[src/rtl/cp0_pkg.sv]
// cp0_pkg: shared definitions for the coprocessor-0 register file and the
// submitter that writes it. Register addresses, architectural field positions
// and the writable-bit masks for SR, Cause and EPC.
package cp0_pkg;

  // CP0 register numbers as seen by mfc0/mtc0
  typedef enum logic [4:0] {
    CP0_COUNT   = 5'd9,
    CP0_COMPARE = 5'd11,
    CP0_SR      = 5'd12,
    CP0_CAUSE   = 5'd13,
    CP0_EPC     = 5'd14,
    CP0_PRID    = 5'd15
  } cp0_reg_e;

  // SR fields
  localparam int SR_IE     = 0;
  localparam int SR_EXL    = 1;
  localparam int SR_IM_LO  = 10;
  localparam int SR_IM_HI  = 15;

  // Cause fields
  localparam int CAUSE_BD      = 31;
  localparam int CAUSE_IP_LO   = 10;
  localparam int CAUSE_IP_HI   = 15;
  localparam int CAUSE_EXC_LO  = 2;
  localparam int CAUSE_EXC_HI  = 6;

  localparam int NUM_IRQ = CAUSE_IP_HI - CAUSE_IP_LO + 1;

  // Writable masks; bits outside are stored as 0
  localparam logic [31:0] SR_MASK    = 32'h0000_FC03;
  localparam logic [31:0] CAUSE_MASK = 32'h8000_FC7C;
  localparam logic [31:0] EPC_MASK   = 32'hFFFF_FFFC;

endpackage

[src/rtl/irq_synchronizer.sv]
// irq_synchronizer: two-flop metastability guard, one chain per bit.
//   clk, rst_n : clock, async active-low reset (clears both stages)
//   din        : asynchronous level inputs
//   dout       : synchronized outputs, two edges behind din
module irq_synchronizer #(
  parameter int W = 6
) (
  input  logic         clk,
  input  logic         rst_n,
  input  logic [W-1:0] din,
  output logic [W-1:0] dout
);

  logic [1:0][W-1:0] stage;

  always_ff @(posedge clk or negedge rst_n) begin
    if (!rst_n) begin
      stage <= '0;
    end else begin
      stage[0] <= din;
      stage[1] <= stage[0];
    end
  end

  assign dout = stage[1];

endmodule

[src/rtl/cp0_register_file.sv]
// cp0_register_file: coprocessor-0 state (SR, Cause, EPC, Count, Compare,
// PRId) beside the writeback stage.
//   clk, rst_n             : clock, async active-low reset
//   *_enable / new_*       : dedicated SR/Cause/EPC write strobes from the submitter
//   mtc0_*                 : generic write port, only Count (9) and Compare (11) act
//   hw_irq_raw             : asynchronous device interrupt levels
//   read_address/read_data : combinational mfc0 read (no write bypass)
//   current_SR/Cause/EPC   : register contents back to the submitter
//   interrupt_request      : synchronized IP vector, bit 15 also carries the timer
module cp0_register_file
  import cp0_pkg::*;
#(
  parameter logic [31:0] PRID_VALUE = 32'h0000_5200,
  parameter logic [31:0] SR_RESET   = 32'h0000_0000
) (
  input  logic        clk,
  input  logic        rst_n,
  input  logic        SR_enable,
  input  logic [31:0] new_SR,
  input  logic        Cause_enable,
  input  logic [31:0] new_Cause,
  input  logic        EPC_enable,
  input  logic [31:0] new_EPC,
  input  logic        mtc0_enable,
  input  logic [4:0]  mtc0_address,
  input  logic [31:0] mtc0_data,
  input  logic [5:0]  hw_irq_raw,
  input  logic [4:0]  read_address,
  output logic [31:0] read_data,
  output logic [31:0] current_SR,
  output logic [31:0] current_Cause,
  output logic [31:0] current_EPC,
  output logic [15:10] interrupt_request
);

  logic [31:0]        sr_q, cause_q, epc_q, count_q, compare_q;
  logic               timer_pending;
  logic [NUM_IRQ-1:0] irq_sync;
  logic               count_wr, compare_wr;
  logic [31:0]        count_next;

  irq_synchronizer #(.W(NUM_IRQ)) u_irq_sync (
    .clk   (clk),
    .rst_n (rst_n),
    .din   (hw_irq_raw),
    .dout  (irq_sync)
  );

  assign count_wr   = mtc0_enable && (mtc0_address == CP0_COUNT);
  assign compare_wr = mtc0_enable && (mtc0_address == CP0_COMPARE);
  // A Count write replaces that cycle's increment
  assign count_next = count_wr ? mtc0_data : count_q + 32'd1;

  always_ff @(posedge clk or negedge rst_n) begin
    if (!rst_n) begin
      sr_q          <= SR_RESET & SR_MASK;
      cause_q       <= '0;
      epc_q         <= '0;
      count_q       <= '0;
      compare_q     <= 32'hFFFF_FFFF;
      timer_pending <= 1'b0;
    end else begin
      if (SR_enable)    sr_q    <= new_SR    & SR_MASK;
      if (Cause_enable) cause_q <= new_Cause & CAUSE_MASK;
      if (EPC_enable)   epc_q   <= new_EPC   & EPC_MASK;
      count_q <= count_next;
      if (compare_wr) compare_q <= mtc0_data;
      // Compare write has priority over a match on the same edge
      if (compare_wr)                    timer_pending <= 1'b0;
      else if (count_next == compare_q)  timer_pending <= 1'b1;
    end
  end

  always_comb begin
    read_data = '0;
    case (read_address)
      CP0_COUNT:   read_data = count_q;
      CP0_COMPARE: read_data = compare_q;
      CP0_SR:      read_data = sr_q;
      CP0_CAUSE:   read_data = cause_q;
      CP0_EPC:     read_data = epc_q;
      CP0_PRID:    read_data = PRID_VALUE;
      default:     read_data = '0;
    endcase
  end

  assign current_SR        = sr_q;
  assign current_Cause     = cause_q;
  assign current_EPC       = epc_q;
  assign interrupt_request = {irq_sync[5] | timer_pending, irq_sync[4:0]};

endmodule

[config.mk]
export PLATFORM = sky130hd
export DESIGN_NAME = cp0_register_file
export DESIGN_NICKNAME = d
export VERILOG_FILES = /design/src/rtl/cp0_pkg.sv /design/src/rtl/irq_synchronizer.sv /design/src/rtl/cp0_register_file.sv
export SDC_FILE = /design/constraint.sdc
export NUM_CORES = 1
export LEC_CHECK = 0
export CORE_MARGIN = 2
export CORE_UTILIZATION = 41
export DETAILED_ROUTE_END_ITERATION = 16
export PLACE_DENSITY = 0.78
export SYNTH_ARGS = -nofsm -noshare
export SYNTH_HDL_FRONTEND = slang
export SYNTH_HIERARCHICAL = 1
export SYNTH_SLANG_ARGS = --single-unit
[constraint.sdc]
create_clock -name clk -period 2.88 [get_ports clk]
set_input_delay 0.288 -clock clk [delete_from_list [all_inputs] [get_ports clk]]
set_output_delay 0.288 -clock clk [all_outputs]
set_load 0.02 [all_outputs]
==> out/results.ini <==
[cts]
cts_num_sinks=127
clk-insertion-delay-late_ns=0.43
htree_num_levels=4
clock_tree.root_cell=clkbuf_16
cts_made_buffers=17
path_clk_slew_ns=0.07
cts.path.max_buffers=2
clock_tree_from_tritoncts=built

[timing]
clock-skew-final_ns=0.0127
hold_viol_final=0
tightest_slew_ns=0.662
grt_setup_unrepaired=yes
layout_worst_path_cycle_share_pct=97.7
timing.max_slew.rel_slack_pct=55.9
final-setup-viol-count=0
max_clock_freq_ghz=0.355
layout_min_cycle_time_ns=2.81
finalMaxSlewViolations=0
hold-worst-slack_ns=0.293

[critical_path]
worstPathCellList=ha_4 > nand4_4 > or4_4 > nor2_2 > and3_1 > nand3_1 > xor2_2 > xnor2_1 > or4_1 > o31ai_2
r2r_setup_slack_ns=0.07
critical_path.endpoint_type=flop
timing.rr.end=timer_pending$_DFFE_PN0P_
critical_path.max_fanout=4
cp_data_arrival_time_ns=3.16
slowest_stage_delay_cp_ns=0.60
cp_data_required_time_ns=3.23
crit_path_start_kind=flop
reg2reg_from=count_q[0]$_DFF_PN0_
reg2reg_depth=10
critPathKind=flop to flop
cell_with_the_biggest_individual_delay_on_the_critical_path=or4_4

[cells_and_area]
area_growth_syn_to_layout_pct=42.9
utilization_pct=59.9
fillers=1538
share_of_cells_above_drive_strength_1_pct=26.0
final_nets=1167
final_cell_area_um2=10800
antenna-diode-count=0

[floorplan]
boundaryPins=284
die-height_um=140
fp.dieW_um=140
placeableCoreArea_um2=18000
rows=49
initial_utilization_pct=41.9
fp.dieArea_um2=19500

[logic_synthesis]
number_of_synthesized_flops_with_an_enable_pin=0
gate_count_of_the_mapped_netlist=764
yosys-top-cells-count=dfrtp_1 (95), nand2_1 (84), mux2_2 (82)
synth.area.top_cells=dfrtp_1 (31%), mux2_2 (12%), dfstp_2 (11%)
yosys_warnings=6
yosysUniqueCellTypes=69
yosysMostFrequentCell=dfrtp_1
ys_ff_latch=127
share_of_the_synthesized_area_in_the_top_cell_type_pct=31.5
synth_top_cell_by_area=dfrtp_1
synth.avg_cell_area_um2=9.89
synth.cell_area_um2=7560
synth_sequential_area_ratio_pct=42.6
synth_top_flop_cell=dfrtp_1
synth-async-reset-ratio_pct=100

[power]
power_report.internal_total_uw=4560
power.total_uw=7110
power_density_nw_per_um2=658
proportion_of_power_drawn_by_flip_flops_and_latches_pct=36.0
p_sw_share_pct=35.9
power.ir.vdd_worst_mv=0.459
p_clk_share_pct=30.4
leakagePower_uw=0.00459
power.net_switching_uw=2550
p_comb_share_pct=33.6

[routing]
route.vias.total=6878
wl_um=24600
route.detailed.drc=0
wl_cell_um=19.6
drtAntennaViolNets=0
drt_iter0_markers=465
drt_first_pass_iters=4
number_of_vias_per_cell_after_detailed_routing=5.47

[hold_path]
hold_end=u_irq_sync/stage[2]$_DFF_PN0_
min-delay-start=hw_irq_raw[2]
hold_class=primary input to flop
min_path_cells=1

[place]
placement.io_buffers=191
gpl.final_weighted_congestion=0.991
dpl.hpwl_um=18600
placed_cell_area_um2=10100

[global_routing]
grt_overflow=0
grtUsageTotal_pct=25.4
maximum_number_of_pins_on_one_net_before_global_route_repair=61
first_global_vias=6705
antenna_found_initial=0
wire_length_of_the_first_global_routing_pass_um=38500

[job]
max_cap_violations=0

[run_status]
run_status=complete, no violations

-- registers in the layout (all words and copies together) (netlist names) --
name and flops:
compare_q 32, count_q 32, current_Cause 12, current_EPC 30, current_SR 8, timer_pending 1
u_irq_sync/dout 6, u_irq_sync/stage 6
-- what timing repair did --
item                       CTS  global route
gates resized for setup      4            25
pin swaps                    2             2
setup endpoints to repair    1            13
buffers inserted             0             3
cloned                       0             1
hold buffers                 1             0
hold endpoints to repair    27             0
-- how the worst max path moves through the flow --
| stage | to | depth (start not counted) | startpoint |
|---|---|---|---|
| after detailed placement | timer_pending$_DFFE_PN0P_ | 10 | mtc0_data[22] |
| final | timer_pending$_DFFE_PN0P_ | 10 | count_q[0]$_DFF_PN0_ |
| after global placement | timer_pending$_DFFE_PN0P_ | 10 | mtc0_data[22] |
| after global routing | timer_pending$_DFFE_PN0P_ | 10 | count_q[2]$_DFF_PN0_ |
| after CTS | timer_pending$_DFFE_PN0P_ | 10 | count_q[9]$_DFF_PN0_ |
| after floorplan | timer_pending$_DFFE_PN0P_ | 10 | count_q[0]$_DFF_PN0_ |
-- layer usage --
metal,track usage [%],routed length (um),up-vias
li1,-,-,3160
met1,35.0,10700,3357
met2,38.4,11100,326
met3,7.71,2240,35
met4,7.89,514,0
met5,0,0,-
-- critical path: cells and delay by family, from the launching register on --
family	cells	cell delay, ns
DFF	1	0.39
xor gates and xnor gates	2	0.32
adders and majority gates	1	0.17
AOI/OAI and AO/OA	1	0.22
and+or+nand+nor	6	1.62
-- final cells by class --
class,count,area [um^2],share of cell area [%]
Inverter,14,52.6,0.487
Clock buffer,17,425,3.94
Sequential cell,127,3220,29.8
Tap cell,229,287,2.65
Multi-Input combinational cell,566,3920,36.3
Timing Repair Buffer,290,2730,25.3
Clock inverter,15,165,1.53
-- power groups by stage --
stage | Sequential, uW | Combinational, uW | Clock (uW)
after floorplan | 2550 | 1220 | 0
after global placement | 2550 | 2270 | 0
after detailed placement | 2560 | 2300 | 0
after CTS | 2530 | 2330 | 2200
after global routing | 2600 | 2570 | 2280
final | 2560 | 2390 | 2160
-- cells in the final DEF (no fill, tap or decap), types with 5 or more instances in the layout --
master / netlist / layout
dfrtp_1: 95 / 94
buf_4: 56 / 95
a22oi_1: 10 / 10
nand2_1: 84 / 84
a221oi_1: 8 / 8
conb_1: 1 / 46
clkdlybuf4s50_1: 0 / 175
dlymetal6s2s_1: 0 / 14
nand4_1: 12 / 12
nand3_1: 15 / 15
or3_1: 5 / 5
a22o_1: 17 / 17
xor2_1: 29 / 28
nor4_1: 8 / 7
nor3_1: 15 / 13
a31oi_1: 6 / 6
mux2_2: 82 / 82
a21oi_1: 41 / 41
inv_1: 14 / 14
a221o_1: 5 / 5
and4_1: 6 / 6
inv_6: 0 / 7
o21ai_0: 38 / 38
xnor2_1: 36 / 35
o22ai_1: 9 / 9
dfstp_2: 32 / 32
nor2_1: 37 / 35
clkbuf_16: 0 / 18
-- metrics by stage --
stage | instances | setup slack (ns) | setup TNS [ns]
final | 1258 | 0.0668 | 0
after global routing | 1258 | -0.0757 | -0.115
after CTS | 1254 | 0.0248 | 0
after detailed placement | 1221 | -0.439 | -0.439
after global placement | 1221 | -0.426 | -0.426
after floorplan | 809 | 0.00370 | 0
-- kinds of logic after synthesis --
logic type,count (synthesis),share of synthesized area (%)
flops,127,42.6
fa+ha+maj,1,0.166
simple gates,210,14.0
xor+xnor,65,7.53
compound gates,160,14.0
other cells,1,0.0496
buf+inv,116,9.17
mux,84,12.5
Power figures use the tool's default switching activity.
